[config.mk]
export PLATFORM = sky130hd
export DESIGN_NAME = ci_batch_driver
export DESIGN_NICKNAME = d
export VERILOG_FILES = /design/src/rtl/ci_batch_driver.sv
export SDC_FILE = /design/constraint.sdc
export NUM_CORES = 1
export LEC_CHECK = 0
export ABC_AREA = 1
export CAP_MARGIN = 30
export CORE_MARGIN = 2
export CORE_UTILIZATION = 35
export DETAILED_ROUTE_END_ITERATION = 10
export MAX_ROUTING_LAYER = met4
export PLACE_DENSITY = 0.67
export SLEW_MARGIN = 15
export SYNTH_ARGS = -nofsm -noshare
export SYNTH_HDL_FRONTEND = slang
export SYNTH_SLANG_ARGS = --single-unit
export TNS_END_PERCENT = 30
[constraint.sdc]
create_clock -name clk -period 1.95 [get_ports clk]
set_input_delay 0.195 -clock clk [delete_from_list [all_inputs] [get_ports clk]]
set_output_delay 0.195 -clock clk [all_outputs]
set_load 0.02 [all_outputs]
[src/rtl/ci_batch_driver.sv]
// Master-side batch sequencer for the function-evaluation slave: CLEAR, one GO per operand pair, then READ.
// Optional per-instruction watchdog with ERROR state when CI_DRIVER_TIMEOUT_EN is defined.
module ci_batch_driver #(
    parameter int FLT_DATA_WIDTH = 32,
    parameter int N_WIDTH        = 2,
    parameter int CNT_WIDTH      = 16,
    parameter int TIMEOUT_CYCLES = 1024
) (
    input  logic                      clk,
    input  logic                      rst,
    input  logic                      in_valid,
    output logic                      in_ready,
    input  logic [FLT_DATA_WIDTH-1:0] in_x_one,
    input  logic [FLT_DATA_WIDTH-1:0] in_x_two,
    input  logic                      in_last,
    output logic                      ci_clk_en,
    output logic                      ci_start,
    output logic [N_WIDTH-1:0]        ci_n,
    output logic [FLT_DATA_WIDTH-1:0] ci_x_one,
    output logic [FLT_DATA_WIDTH-1:0] ci_x_two,
    input  logic                      ci_done,
    input  logic [FLT_DATA_WIDTH-1:0] ci_result,
    output logic                      out_valid,
    input  logic                      out_ready,
    output logic [FLT_DATA_WIDTH-1:0] out_sum,
    output logic [CNT_WIDTH-1:0]      pair_count,
    output logic                      busy,
    output logic                      timeout_err
);

    // state      | meaning
    // IDLE       | waiting for the first pair of a batch (pair not consumed)
    // CLR_ISSUE  | CLEAR strobe to the slave
    // CLR_WAIT   | waiting for CLEAR done
    // FETCH      | accepting the next operand pair
    // GO_ISSUE   | GO strobe with the held operands
    // GO_WAIT    | waiting for GO done, then next pair or READ
    // RD_ISSUE   | READ strobe
    // RD_WAIT    | waiting for READ done, result captured
    // OUTPUT     | presenting the batch result downstream
    // ERROR      | watchdog expired, held until reset (timeout build only)
    typedef enum logic [3:0] {
        S_IDLE,
        S_CLR_ISSUE,
        S_CLR_WAIT,
        S_FETCH,
        S_GO_ISSUE,
        S_GO_WAIT,
        S_RD_ISSUE,
        S_RD_WAIT,
        S_OUTPUT
`ifdef CI_DRIVER_TIMEOUT_EN
        , S_ERROR
`endif
    } state_t;

    localparam logic [N_WIDTH-1:0] N_CLEAR = N_WIDTH'(0);
    localparam logic [N_WIDTH-1:0] N_GO    = N_WIDTH'(1);
    localparam logic [N_WIDTH-1:0] N_READ  = N_WIDTH'(2);

    state_t state, state_nxt;
    logic   hold_last;
    logic   issue_nxt, wait_nxt;

`ifdef CI_DRIVER_TIMEOUT_EN
    localparam int WD_W = (TIMEOUT_CYCLES > 1) ? $clog2(TIMEOUT_CYCLES) : 1;
    localparam logic [WD_W-1:0] WD_LAST = WD_W'(TIMEOUT_CYCLES - 1);

    logic [WD_W-1:0] wd_cnt;
    logic            issue_cur, wait_cur, wd_expire;

    assign issue_cur = (state == S_CLR_ISSUE) || (state == S_GO_ISSUE) || (state == S_RD_ISSUE);
    assign wait_cur  = (state == S_CLR_WAIT) || (state == S_GO_WAIT) || (state == S_RD_WAIT);
    assign wd_expire = wait_cur && !ci_done && (wd_cnt == WD_LAST);

    always_ff @(posedge clk) begin
        if (rst || issue_cur) begin
            wd_cnt <= '0;
        end else if (wait_cur && !ci_done && !wd_expire) begin
            wd_cnt <= wd_cnt + WD_W'(1);
        end
    end

    always_ff @(posedge clk) begin
        if (rst) begin
            timeout_err <= 1'b0;
        end else if (state_nxt == S_ERROR) begin
            timeout_err <= 1'b1;
        end
    end
`else
    if (TIMEOUT_CYCLES < 1) begin : g_bad_timeout
        $error("TIMEOUT_CYCLES must be at least 1");
    end
    assign timeout_err = 1'b0;
`endif

    always_comb begin
        state_nxt = state;
        case (state)
            S_IDLE:      if (in_valid) state_nxt = S_CLR_ISSUE;
            S_CLR_ISSUE: state_nxt = S_CLR_WAIT;
            S_CLR_WAIT:  if (ci_done) state_nxt = S_FETCH;
            S_FETCH:     if (in_valid) state_nxt = S_GO_ISSUE;
            S_GO_ISSUE:  state_nxt = S_GO_WAIT;
            S_GO_WAIT:   if (ci_done) state_nxt = hold_last ? S_RD_ISSUE : S_FETCH;
            S_RD_ISSUE:  state_nxt = S_RD_WAIT;
            S_RD_WAIT:   if (ci_done) state_nxt = S_OUTPUT;
            S_OUTPUT:    if (out_ready) state_nxt = S_IDLE;
`ifdef CI_DRIVER_TIMEOUT_EN
            S_ERROR:     state_nxt = S_ERROR;
`endif
            default:     state_nxt = S_IDLE;
        endcase
`ifdef CI_DRIVER_TIMEOUT_EN
        if (wd_expire) state_nxt = S_ERROR;
`endif
    end

    // Outputs are registered from the next state so they line up with the state register.
    always_comb begin
        issue_nxt = (state_nxt == S_CLR_ISSUE) || (state_nxt == S_GO_ISSUE) ||
                    (state_nxt == S_RD_ISSUE);
        wait_nxt  = (state_nxt == S_CLR_WAIT) || (state_nxt == S_GO_WAIT) ||
                    (state_nxt == S_RD_WAIT);
    end

    always_ff @(posedge clk) begin
        if (rst) begin
            state      <= S_IDLE;
            in_ready   <= 1'b0;
            ci_clk_en  <= 1'b0;
            ci_start   <= 1'b0;
            ci_n       <= N_CLEAR;
            ci_x_one   <= '0;
            ci_x_two   <= '0;
            hold_last  <= 1'b0;
            out_valid  <= 1'b0;
            out_sum    <= '0;
            pair_count <= '0;
            busy       <= 1'b0;
        end else begin
            state     <= state_nxt;
            in_ready  <= (state_nxt == S_FETCH);
            ci_clk_en <= issue_nxt || wait_nxt;
            ci_start  <= issue_nxt;
            out_valid <= (state_nxt == S_OUTPUT);
            busy      <= (state_nxt != S_IDLE);

            case (state_nxt)
                S_CLR_ISSUE: ci_n <= N_CLEAR;
                S_GO_ISSUE:  ci_n <= N_GO;
                S_RD_ISSUE:  ci_n <= N_READ;
                default:     ;
            endcase

            // Operands to the slave are the holding registers themselves.
            if (state == S_FETCH && in_valid) begin
                ci_x_one  <= in_x_one;
                ci_x_two  <= in_x_two;
                hold_last <= in_last;
            end

            if (state == S_IDLE && in_valid) begin
                pair_count <= '0;
            end else if (state == S_GO_WAIT && ci_done && (pair_count != '1)) begin
                pair_count <= pair_count + CNT_WIDTH'(1);
            end

            if (state == S_RD_WAIT && ci_done) begin
                out_sum <= ci_result;
            end
        end
    end

endmodule

==> run metrics <==
die height 121 um; status finished clean; post-detail-place hpwl 10.1 mm; RSZ-0062 raised after global routing false; number of synthesized flops with an enable pin 0; Num CTS Buffers 17; ANT cells 0; Critical Path Start Type register; # rows 42; first-iteration detailed-routing DRC count 241; CTS Sinks 124; P_int 4.67 mW; Worst path slowest cell dfxtp_1; register area share after synthesis 0.515; sw power 1.36 mW; combinational share of power 0.100; Finished Layout Cells 1,039; total of max-cap violations 0; Die ar. 14,700 um^2; Reg power frac 0.435; Worst Skew 0.00649 ns; Avg Synthesized Cell Area 7.55 um^2; crit-path max cell delay 0.43 ns; Main synth FF type dfxtp_1; placed insts 1,010; Yosys cell types 29; Initial Util 0.361; min Tclk post-route 1.78 ns; worst vdd ir 0.488 mV; initial antenna violation count 0; Post-CTS Hold Fix Bufs 0; Pre-antenna DRT Iters 7; fmax 0.563 GHz; Yosys reg bits 124; CTS tree built; placed cell area 7200 um^2; largest fanout on the critical path 13; Final GP Congestion 0.900; Net Count, Synth 742; Antenna Nets Post-Route 0; Post-CTS Setup Inserts 0; Hold Fails Final Rpt 0; CTS max path bufs 2; Critical Path AT 2.06 ns; largest net degree at the start of global routing 68; Post-CTS Resized 0; Worst-path clk slew 0.05 ns; Core Area 13,300 um^2; Via density 4.75; hold crit path type input port to register; layout cell share with drive strength beyond 1 0.0660; ys async rst share 0; Worst Path Buf+Inv 1; Setup crit end kind register; GRT Total Usage 0.196; Tot Pwr 6.03 mW; post-route cell area 7730 um^2; Mapped Cells 639; DR vias 4,937; Sw Share 0.226; H-tree depth 4; CP Cell Sequence ha_1 > nand3_1 > nor3_4 > nand3_2 > nand2_2 > inv_1 > o21ai_0 > a21oi_2; clock network fraction of design power 0.464; # setup viols final 0; Clock Latency Late Sink 0.41 ns; Layout area overhead 60.2%; synthesized cell area 4820 um^2; GRT Residual Overflow 0; NumNets Final 956; IO buf count 220; final WL 14.0 mm; max-slew violation count 0; Root Driver clkbuf_16; type of the worst setup path register to register; yosys synthesis warning count 0; final setup TNS 0 ns; final hold slack 0.368 ns; vias in the first global route 4,704; I/O pins 222; DR WL/cell 13.5 um; Power Density 781 nW/um^2; # DRC 0; Final period util 0.911; first-pass GRT wire length 22.0 mm; Critical Path RT 2.23 ns; leakage dissipation 2.96 nW; Crit path max-delay family simple AND/OR/NAND/NOR gates; die width 121 um
## path summary, 6_finish.rpt
kind | start | to | slack [ns] | depth (start not counted)
max | pair_count[0] | pair_count[7] | 0.17 | 8
min | in_x_one[26] | ci_x_one[26] | 0.37 | 3
max reg2reg | pair_count[0] | pair_count[7] | 0.17 | 8
min reg2reg | out_sum[6] | out_sum[6] | 0.44 | 2
## synthesized netlist by cell type, drive strengths merged (2+ instances only)
| master | instances | share of area |
|---|---|---|
| nor2 | 150 | 0.12 |
| dfxtp | 124 | 0.51 |
| o21ai | 103 | 0.11 |
| nand2 | 62 | 0.050 |
| inv | 61 | 0.047 |
| a21oi | 54 | 0.063 |
| clkbuf | 21 | 0.016 |
| nand3 | 20 | 0.022 |
| buf | 16 | 0.021 |
| nor3 | 10 | 0.013 |
| xor2 | 6 | 0.011 |
| nand4 | 3 | 0.0039 |
| nor4 | 2 | 0.0026 |
| xnor2 | 2 | 0.0036 |
## cells in the final DEF, fill, tap and decap left out, drive strengths merged
cell	count
xor2	6
or2	1
nand3b	1
nand2	62
bufinv	1
nor4	2
clkinvlp	3
nand3	20
nor2	150
a31oi	1
dfxtp	124
clkdlybuf4s50	220
buf	12
nand4	3
ha	1
inv	61
clkinv	4
o21ai	103
nor3	10
conb	1
xnor2	2
clkbuf	21
a21oi	54
## worst reg2reg max path, cell delays in order, from the launching register on
cell	delay, ns
dfxtp_1	0.43
ha_1	0.25
nand3_1	0.19
nor3_4	0.19
nand3_2	0.09
nand2_2	0.09
inv_1	0.18
o21ai_0	0.16
a21oi_2	0.07
## cell families after synthesis
family,count (synthesis),synth area share
simple gates,249,0.211
compound gates,158,0.171
flops,124,0.515
buf+inv,98,0.0848
xor+xnor,8,0.0145
fa+ha+maj,1,0.00259
other cells,1,0.000777
## routing by layer
metal  track usage  up-vias  part of all wire
li1              -     2472                 -
met1         0.226     2214              0.41
met5             -        -                 0
met2         0.303      211              0.47
met4         0.106        0             0.031
met3        0.0625       40             0.086
## flip-flops by register name, summed over array words and instances, names as in the netlist
| register | cells |
|---|---|
| in_ready | 1 |
| ci_start | 1 |
| ci_x_two | 32 |
| ci_x_one | 32 |
| pair_count | 16 |
| out_valid | 1 |
| hold_last | 1 |
| ci_n | 2 |
| state | 4 |
| busy | 1 |
| out_sum | 32 |
| ci_clk_en | 1 |
## through the flow
| stage | util | worst slack (ns) |
|---|---|---|
| 2_1_floorplan | - | 0.239 |
| 5_1_grt | 0.579 | 0.00885 |
| 6_report | 0.579 | 0.174 |
| 4_1_cts | 0.579 | 0.183 |
| 3_5_place_dp | 0.540 | 0.196 |
| 3_3_place_gp | 0.540 | 0.284 |
## cell type report
cell class	instances	area (um^2)
inverters	61	229
fillers	1221	5620
clock buffers	21	450
flip-flops and latches	124	2480
multi-input cells	417	1940
clock inverters	8	72.6
repair buffers	232	2330
well taps	176	220
## power by group through the flow
stage,Clock [mW],Combinational (mW),Sequential [mW]
after floorplan,0,0.171,2.74
after global placement,0,0.600,2.68
after detailed placement,0,0.605,2.68
after CTS,2.88,0.611,2.63
after global routing,2.99,0.659,2.63
final,2.80,0.605,2.63
Note: power is estimated with default switching activity, not from simulation.
